===== src/rtl/mips_pkg.sv =====
// Shared definitions for the fetch-side PC logic.
//   ADDR_W / INSTR_BYTES : address width and instruction size in bytes
//   pc_state_e           : sequencer state encoding (also visible on the debug port)
//   DEF_RESET_PC / DEF_EXC_VECTOR : default reset and exception addresses
//   word_align()         : clears the byte-offset bits of a fetch address
package mips_pkg;

  localparam int ADDR_W      = 32;
  localparam int INSTR_BYTES = 4;

  localparam logic [ADDR_W-1:0] DEF_RESET_PC   = 32'h0000_0000;
  localparam logic [ADDR_W-1:0] DEF_EXC_VECTOR = 32'h0000_0180;

  typedef enum logic [1:0] {
    ST_BOOT     = 2'd0,
    ST_RUN      = 2'd1,
    ST_STALL    = 2'd2,
    ST_REDIRECT = 2'd3
  } pc_state_e;

  function automatic logic [ADDR_W-1:0] word_align(input logic [ADDR_W-1:0] addr);
    return {addr[ADDR_W-1:2], 2'b00};
  endfunction

endpackage


===== src/rtl/pc_increment.sv =====
// Sequential-address adder for the fetch stage.
//   addr      : current fetch address
//   addr_next : addr + INSTR_BYTES, wrapping modulo 2^ADDR_W (carry out dropped)
module pc_increment
  import mips_pkg::*;
(
  input  logic [ADDR_W-1:0] addr,
  output logic [ADDR_W-1:0] addr_next
);

  assign addr_next = addr + ADDR_W'(INSTR_BYTES);

endmodule


===== src/rtl/pc_sequencer.sv =====
// Program-counter sequencer: PC register, fetch-control FSM and redirect counter.
//   clk, reset            : rising-edge clock, asynchronous active-high reset
//   stall                 : hold the IF stage
//   jump / jump_target    : ID-stage jump
//   branch_taken / branch_target : EX-stage taken branch
//   exception             : exception from a later stage, vectors to EXC_VECTOR
//   pc, pc_plus4          : current fetch address and its sequential successor
//   fetch_valid           : instruction at pc is valid (low in BOOT and REDIRECT)
//   flush                 : squash younger pipeline contents (high in REDIRECT)
//   redirect_count        : saturating count of redirect edges
//   state                 : debug view of the FSM state (pc_state_e encoding)
//
// Handshake: there is no valid/ready pair here; the hazard unit owns stall and the
// sequencer obeys it every cycle unless a redirect (exception/branch/jump) overrides.
module pc_sequencer
  import mips_pkg::*;
#(
  parameter logic [31:0] RESET_PC   = DEF_RESET_PC,
  parameter logic [31:0] EXC_VECTOR = DEF_EXC_VECTOR
) (
  input  logic        clk,
  input  logic        reset,
  input  logic        stall,
  input  logic        jump,
  input  logic [31:0] jump_target,
  input  logic        branch_taken,
  input  logic [31:0] branch_target,
  input  logic        exception,
  output logic [31:0] pc,
  output logic [31:0] pc_plus4,
  output logic        fetch_valid,
  output logic        flush,
  output logic [15:0] redirect_count,
  output logic [1:0]  state
);

  pc_state_e   state_q, state_d;
  logic [31:0] pc_q, pc_d;
  logic [15:0] count_q;
  logic        redirect;

  pc_increment u_inc (
    .addr      (pc_q),
    .addr_next (pc_plus4)
  );

  always_ff @(posedge clk or posedge reset) begin
    if (reset) begin
      state_q <= ST_BOOT;
      pc_q    <= RESET_PC;
      count_q <= 16'h0000;
    end else begin
      state_q <= state_d;
      pc_q    <= pc_d;
      if (redirect && (count_q != 16'hFFFF)) begin
        count_q <= count_q + 16'h0001;
      end
    end
  end

  // Priority: exception > branch_taken > jump > stall > sequential.
  // Leaving BOOT or REDIRECT holds pc: those cycles are fetch bubbles, so the
  // address they present (reset PC or redirect target) is fetched validly next.
  always_comb begin
    state_d  = state_q;
    pc_d     = pc_q;
    redirect = 1'b0;
    if (state_q == ST_BOOT) begin
      state_d = ST_RUN;
    end else if (exception) begin
      pc_d     = word_align(EXC_VECTOR);
      state_d  = ST_REDIRECT;
      redirect = 1'b1;
    end else if (branch_taken) begin
      pc_d     = word_align(branch_target);
      state_d  = ST_REDIRECT;
      redirect = 1'b1;
    end else if (jump) begin
      pc_d     = word_align(jump_target);
      state_d  = ST_REDIRECT;
      redirect = 1'b1;
    end else if (stall) begin
      state_d = ST_STALL;
    end else if (state_q == ST_REDIRECT) begin
      state_d = ST_RUN;
    end else begin
      pc_d    = pc_plus4;
      state_d = ST_RUN;
    end
  end

  assign pc             = pc_q;
  assign fetch_valid    = (state_q == ST_RUN) || (state_q == ST_STALL);
  assign flush          = (state_q == ST_REDIRECT);
  assign redirect_count = count_q;
  assign state          = state_q;

endmodule

===== config.mk =====
export PLATFORM = sky130hd
export DESIGN_NAME = pc_sequencer
export DESIGN_NICKNAME = d
export VERILOG_FILES = /design/src/rtl/mips_pkg.sv /design/src/rtl/pc_increment.sv /design/src/rtl/pc_sequencer.sv
export SDC_FILE = /design/constraint.sdc
export NUM_CORES = 1
export LEC_CHECK = 0
export ABC_AREA = 1
export CAP_MARGIN = 20
export CORE_MARGIN = 1.5
export CORE_UTILIZATION = 45
export CTS_BUF_LIST = sky130_fd_sc_hd__clkbuf_8
export CTS_CLUSTER_DIAMETER = 40
export CTS_CLUSTER_SIZE = 12
export DETAILED_ROUTE_END_ITERATION = 8
export GPL_TIMING_DRIVEN = 0
export PLACE_DENSITY = 0.84
export SYNTH_ARGS = -nofsm -noshare
export SYNTH_HDL_FRONTEND = slang
export SYNTH_SLANG_ARGS = --single-unit

===== constraint.sdc =====
create_clock -name clk -period 2.2 [get_ports clk]
set_input_delay 0.44 -clock clk [delete_from_list [all_inputs] [get_ports clk]]
set_output_delay 0.44 -clock clk [all_outputs]
set_load 0.05 [all_outputs]

After elaboration in Yosys (flattened, before gate mapping)
Index checks and enable logic that the tools add are counted.

storage, ports and cells
  logic and storage cells = 30
  output and inout port bits = 84
  register bits after elaboration = 50
  input bits = 70

operators by class
  equality and inequality tests = 6
  add/sub/neg operators = 2
  reductions and logical operators = 4
  multiplexer cells = 14
  bitwise logic cells = 1

operator list
  operator                                              number
  two-way mux 32 bit                                    5
  adder 32 x 3 -> 32 bit (second input constant)        1
  adder 16 x 1 -> 16 bit (second input constant)        1
  != test 16 bit (second input constant)                1
  two-way mux 2 bit                                     5
  equality test 2 bit (second input constant)           2
  two-way mux 1 bit                                     4
  != test 4 x 1 -> 1 bit (second input constant)        1
  != test 4 bit (second input constant)                 1
  AND reduction 3 bit                                   1
  equality test 2 x 1 -> 1 bit (second input constant)  1
  zero test 2 bit                                       1
  logical AND 1 bit                                     1
  logical OR 1 bit                                      1
  NOT 1 bit                                             1

Depth between registers and ports, before layout
Gate-level depths: netlist of run 1.

  depth after elaboration = 6
  gate-level depth with buffers = 12
  mapped depth without buffers = 12

Modules after synthesis
A second synthesis of run 1 with hierarchy kept.

second synthesis, totals
  cell total of the unflattened synthesis = 604
  area, all modules = 4,047.6 um2

by module, submodules not included
  module        cells an instance  area an instance (um2)  times used  seq. area each (um2)
  pc_sequencer  427                3,138.0                 1           1,251.2
  pc_increment  177                909.6                   1           0.0

Least setup slack after synthesis of run 1
OpenSTA, ideal clock, no wires.

  path type = register to output
  start point = reg pc_q[2], in the netlist pc[2]
  end point = out pc_plus4[9]
  arrival = 2.212 ns
  cell stages (with the launch flop) = 5
  data required time = 1.760 ns
  buffers on the path = 0
  slack = -0.452 ns
  path through = dfrtp_1 -> inv_1 -> nor2_4 -> nand2_4 -> xor2_1

between the ends
  longest elaborated chain between the ends = 1

RTL lines
  item                    line                source
  start, declared         pc_sequencer.sv:38  logic [31:0] pc_q, pc_d;
  start signal, assigned  pc_sequencer.sv:54  pc_q <= pc_d;
  adder 32 x 3 -> 32 bit  pc_increment.sv:11  assign addr_next = addr + ADDR_W'(INSTR_BYTES);
  end, declared           pc_sequencer.sv:30  output logic [31:0] pc_plus4,

No other way between the ends.

Final worst setup path of run 1
  start point = reg pc_q[2], in the netlist pc[2]
  end point = out pc_plus4[20]

The elaborated chain is that of the path after synthesis.

==> results.yml, run 1 <==
run_status:
  status: "complete, but fails checks"
  violations: "setup timing"
route:
  vias: 4552
  detail_route.wl_per_cell_um: 14.8
  vias_per_cell: 5.21
  postRouteAntennaNets: 0
  wirelength_um: 13000
  drc: 0
  drt-pass1-iter-count: 6
  drt_first_iter_violations: 363
placement:
  dp_cells: 841
  place.gp.congestion: 0.945
  hpwlAfterDp_um: 9610
  io_buffer_count: 144
final_layout:
  drive_gt1_frac: 0.212
  layout_commonest_cell: "nand2_1"
  nets: 845
  antennaDiodeCount: 0
  fin_util: 0.745
  area_growth_pct: 58.1
  instances_no_fill: 874
  final_cell_mix: "nand2_1, clkdlybuf4s50_1, nor2_1, inv_1, nand3_1"
synth:
  synth_compound_area_frac: 0.0707
  muxShareOfSynthArea: 0
  yosysTopAreaCell: "dfrtp_1"
  avgSynthCellArea_sq_um: 6.23
  synth_fa_ha_area_frac: 0.0136
  yosysWarnings: 0
  synth_xor_area_frac: 0.0547
  synth_cell_type_count: 34
  yosys.area_share.simple: 0.445
  synth_top_area_frac: 0.326
  synth_seq_area_share: 0.326
  syn_area_sq_um: 3680
  synth_seq_cells: 48
  synth_area_leaders: "dfrtp_1, nand2_1, nor2_1"
  synthCells: 591
  synth_top_family_by_area: "simple AND/OR/NAND/NOR gates"
floorplan:
  coreArea_sq_um: 7810
  ioPinCount: 154
  rows: 32
  die_y_um: 93.4
  die_area_sq_um: 8730
  die_x_um: 93.4
  start_util: 0.471
critical_path:
  r2r_end: "pc[22]"
  critPathTopFamily: "flip-flops"
  reg2reg_depth: 13
  critPathSlowestCell: "dfrtp_2"
  reg2reg_slack_ps: 370
  startpoint_type: "flop"
  path_class: "reg2out"
  end_kind: "output port"
  slowest_delay_ps: 440
  arrival_ps: 1860
  rr_startpoint: "pc[2]"
  cp_max_fo: 4
  critPathRequiredTime_ps: 1760
  path_cells: "ha_4 -> nand2_4 -> nor2_4 -> buf_4 -> nand3_4 -> o21ai_1 -> nand2_2 -> buf_8"
  cp_num_buf_inv: 2
pwr:
  cellPowerDensity_nw_per_um2: 615
  power_switching_mw: 1.52
  p_clk_frac: 0.219
  power.internal_mw: 2.06
  p_total_mw: 3.58
  leakage_nw: 2.68
  vdd_ir_drop_max_mv: 0.839
  seqPwrFrac: 0.323
  comb_power_share: 0.458
  switching_share: 0.426
cts:
  clkTransAtPathRegs_ps: 90
  htree_levels: 2
  root_buffer: "clkbuf_8"
  cts_buffer_depth: 2
  cts.sinks: 48
  clk_latency_ps: 310
  cts_tree: "done"
  cts_made_buffers: 5
worst_hold_path:
  hp-class: "in2async"
global_route:
  grt_max_degree: 30
  grt_overflow: 0
  antenna_found_initial: 0
  grt_pass1_vias: 4231
  grt_usage: 0.299
  grt_pass1_wl_um: 20500
run:
  cap_viol_max_count: 0
sta:
  clock.fmax_mhz: 435
  final-setup-viol-count: 8
  hold_violations: 0
  period_share: 1.05
  report.final.slew_viol_count: 0
  max-slew-margin-rel: 0.612
  tightest_slew_ps: 582
  whs_ps: 451
  rsz0062_at_grt: "yes"
  min_period_ps: 2300
  finalClockSkew_ps: 5.61
  finalWorstSetupSlack_ps: -99.6
[area by class of cell]
class | instances | area (sq um)
inverters | 57 | 220
multi-input cells | 468 | 2350
clock buffers | 5 | 68.8
clock inverters | 3 | 68.8
repair buffers | 170 | 1660
plain buffers | 21 | 110
well taps | 102 | 128
fillers | 598 | 1990
flip-flops and latches | 48 | 1220
[worst max path at each step]
stage                     start            to  slack, ps  cells after the start
after floorplan           pc[2]   pc_plus4[9]        -20                      4
after global placement    reset         pc[2]       -520                      2
after detailed placement  pc[2]  pc_plus4[22]       -480                      8
after CTS                 pc[2]  pc_plus4[22]        -70                      8
after global routing      pc[2]  pc_plus4[22]       -160                      9
final                     pc[2]  pc_plus4[20]       -100                      8
[layer usage]
metal	GRT usage	wire [um]	vias to the layer above
met2	0.511	6310	258
met3	0.0553	1160	39
li1	-	-	2183
met4	0.106	418	0
met1	0.376	5080	2072
met5	0	0	-
[state kept, by name, summed over array words and instances, names as in the netlist]
| signal | count |
|---|---|
| redirect_count | 16 |
| state | 2 |
| pc | 30 |
[cells by family (layout without fill, tap and decap cells)]
kind of cell	Yosys count	count (layout)
compound gates	47	47
xor+xnor	23	23
fa+ha+maj	4	4
buf+inv	78	256
flops	48	48
other cells	1	4
simple gates	390	390
[power groups by stage]
stage               combinational (mW)  clock [mW]  sequential (mW)
floorplan                        0.603           0             1.53
global placement                  1.52           0             1.17
detailed placement                1.55           0             1.17
CTS                               1.59       0.795             1.15
global route                      1.73       0.823             1.17
finish                            1.64       0.785             1.15
[cell usage after synthesis]
| cell type | count |
|---|---|
| clkbuf_1 | 8 |
| o21bai_1 | 1 |
| nor2_2 | 8 |
| o21ai_2 | 1 |
| inv_2 | 5 |
| nand2_4 | 2 |
| nand2_2 | 4 |
| nor3_1 | 4 |
| buf_2 | 7 |
| a211oi_1 | 3 |
| nand3b_1 | 1 |
| buf_4 | 5 |
| o32ai_1 | 1 |
| inv_1 | 51 |
| xnor2_1 | 8 |
| nand3_2 | 1 |
| clkbuf_4 | 1 |
| ha_1 | 4 |
| and2_1 | 2 |
| dfrtp_1 | 48 |
| o211ai_1 | 2 |
| or2_2 | 1 |
| nand4_1 | 1 |
| nand2_1 | 239 |
| o21ai_0 | 24 |
| nor2_1 | 79 |
| o22ai_1 | 2 |
| inv_4 | 1 |
| o21ai_1 | 9 |
| xor2_1 | 15 |
| nor2_4 | 7 |
| a21oi_1 | 4 |
| conb_1 | 1 |
| nand3_1 | 41 |
[worst register-to-register path, cell delays in order, from the launching register on]
cell     delay, ps
dfrtp_2        440
ha_4           180
nand2_4         50
nor2_4         140
nand2_4        130
nor2_4         210
nand2_1         90
nand2_1         80
buf_4          100
nand3_1         50
nand2_1         70
nand2_1         70
nand2_1         60
nand2_1         40
[stage by stage]
stage / worst slack [ps] / instance area [sq um] / setup TNS [ps]
floorplan: -23.5 / 3740 / -23.5
CTS: -71.2 / 5620 / -228
finish: -99.6 / 5820 / -375
detailed placement: -480 / 5330 / -7760
global route: -161 / 5820 / -1480
global placement: -517 / 5310 / -25180
[repair_timing]
item | in CTS | in global routing
hold buffers | 0 | 0
setup endpoints to repair | 30 | 24
buffers inserted | 14 | 11
resized for setup | 181 | 55
pin swaps | 12 | 8
Power figures use the tool's default switching activity.
==> run 2, diff against run 1 <==
Clock period 2.2 ns to 2.5 ns, I/O delays scaled along.
==> run 2 against run 1 <==
- the flow now finishes without violations
- sequential power fell by 11%
- power decreased by 20%
- first-iteration DRC count down 23%
- global-route usage is 1.9 points lower
- critical path type unchanged
==> results.yml, run 2 (synthesis results as in run 1) <==
run_status:
  status: "completed"
sta:
  period_share: 0.968
  tightest_slew_ps: 548
  rsz0062_at_grt: "no"
  whs_ps: 503
  hold_violations: 0
  finalClockSkew_ps: 6.34
  finalWorstSetupSlack_ps: 79.3
  clock.fmax_mhz: 413
  report.final.slew_viol_count: 0
  max-slew-margin-rel: 0.634
  min_period_ps: 2420
  final-setup-viol-count: 0
placement:
  dp_cells: 841
  hpwlAfterDp_um: 9680
  dpl_worst_slack_ps: -217
  io_buffer_count: 144
  place.gp.congestion: 0.942
critical_path:
  path_class: "reg2out"
  cp_max_fo: 5
  startpoint_type: "flop"
  reg2reg_depth: 8
  rr_startpoint: "redirect_count[0]"
  startpoint: "pc[7]"
  critPathRequiredTime_ps: 2000
  end_kind: "output port"
  arrival_ps: 1920
route:
  vias: 4387
  drt_first_iter_violations: 279
  drt-pass1-iter-count: 5
  detail_route.wl_per_cell_um: 14.5
  wirelength_um: 12300
  drc: 0
  vias_per_cell: 5.16
  postRouteAntennaNets: 0
floorplan:
  coreArea_sq_um: 7810
  start_util: 0.471
  die_y_um: 93.4
  ioPinCount: 154
  rows: 32
  die_area_sq_um: 8730
  die_x_um: 93.4
cts:
  clkTransAtPathRegs_ps: 100
  root_buffer: "clkbuf_8"
  cts_tree: "done"
  cts.sinks: 48
  cts_made_buffers: 5
  htree_levels: 2
  cts_buffer_depth: 2
  clk_latency_ps: 320
global_route:
  grt_overflow: 0
  grt_pass1_wl_um: 19400
  grt_max_degree: 30
  grt_usage: 0.281
  antenna_found_initial: 0
  grt_pass1_vias: 4083
final_layout:
  nets: 822
  layout_commonest_cell: "nand2_1"
  multi_input_area_sq_um: 2200
  largest_reg_flops: 30
  area_growth_pct: 45.5
  fillers: 698
  instances_no_fill: 851
  antennaDiodeCount: 0
  final_cell_mix: "nand2_1, clkdlybuf4s50_1, nor2_1, inv_1"
  seq_area_sq_um: 1210
  drive_gt1_frac: 0.117
  fin_util: 0.686
pwr:
  p_total_mw: 2.87
  leakage_nw: 2.53
  vdd_ir_drop_max_mv: 0.679
  cellPowerDensity_nw_per_um2: 535
worst_hold_path:
  hp-class: "in2async"
run:
  cap_viol_max_count: 0
## run 2: worst max-delay path, cell delays in order (launching register included)
cell and delay (ps):
dfrtp_1 450, nand2_1 120, nor2_2 170, nand3b_1 170, nor2_1 120, nand2_1 70, nand2_1 110, clkdlybuf4s15_2 380
## run 2: power by group
group | total (mW) | switching (mW) | internal (mW) | leakage [nW]
clock network | 0.501 | 0.299 | 0.201 | 0.0485
logic | 1.34 | 0.878 | 0.464 | 1.90
registers | 1.02 | 0.145 | 0.879 | 0.584
total | 2.87 | 1.32 | 1.54 | 2.53
## run 2: per-stage QoR
stage               TNS [ps]  instance area [sq um]
floorplan              -11.7                   3710
global placement       -7630                   5280
detailed placement     -1980                   5300
CTS                        0                   5350
global route               0                   5360
finish                     0                   5360
## run 2: cell type report
| cell class | count | area share |
|---|---|---|
| clock inverter | 3 | 0.00420 |
| sequential | 48 | 0.226 |
| buffer | 21 | 0.0206 |
| clock buffer | 5 | 0.0128 |
| multi-input combinational | 468 | 0.411 |
| tap | 102 | 0.0238 |
| inverter | 57 | 0.0404 |
| timing repair buffer | 147 | 0.262 |
## run 2: what timing repair did
action,4_1_cts,5_1_grt
setup endpoints to repair,27,25
gates resized for setup,94,35
pin swaps,0,2
hold buffers,0,0
setup buffers,0,2
## run 2: path summary, 6_finish.rpt
| kind | endpoint | slack, ps |
|---|---|---|
| setup / recovery | pc_plus4[19] | 80 |
| hold / removal | state[0] | 500 |
| setup reg to reg | redirect_count[10] | 770 |
| hold reg to reg | redirect_count[5] | 510 |
| max in group asynchronous | pc[16] | 1480 |
| min in group clk | redirect_count[5] | 510 |
## run 2: metal layers
metal	wire [um]	part of all wire	vias to the layer above	track usage
li1	-	-	2133	-
met1	4870	0.40	1985	0.352
met2	5780	0.47	229	0.469
met3	1170	0.095	40	0.0577
met4	486	0.039	0	0.112
met5	0	0	-	0
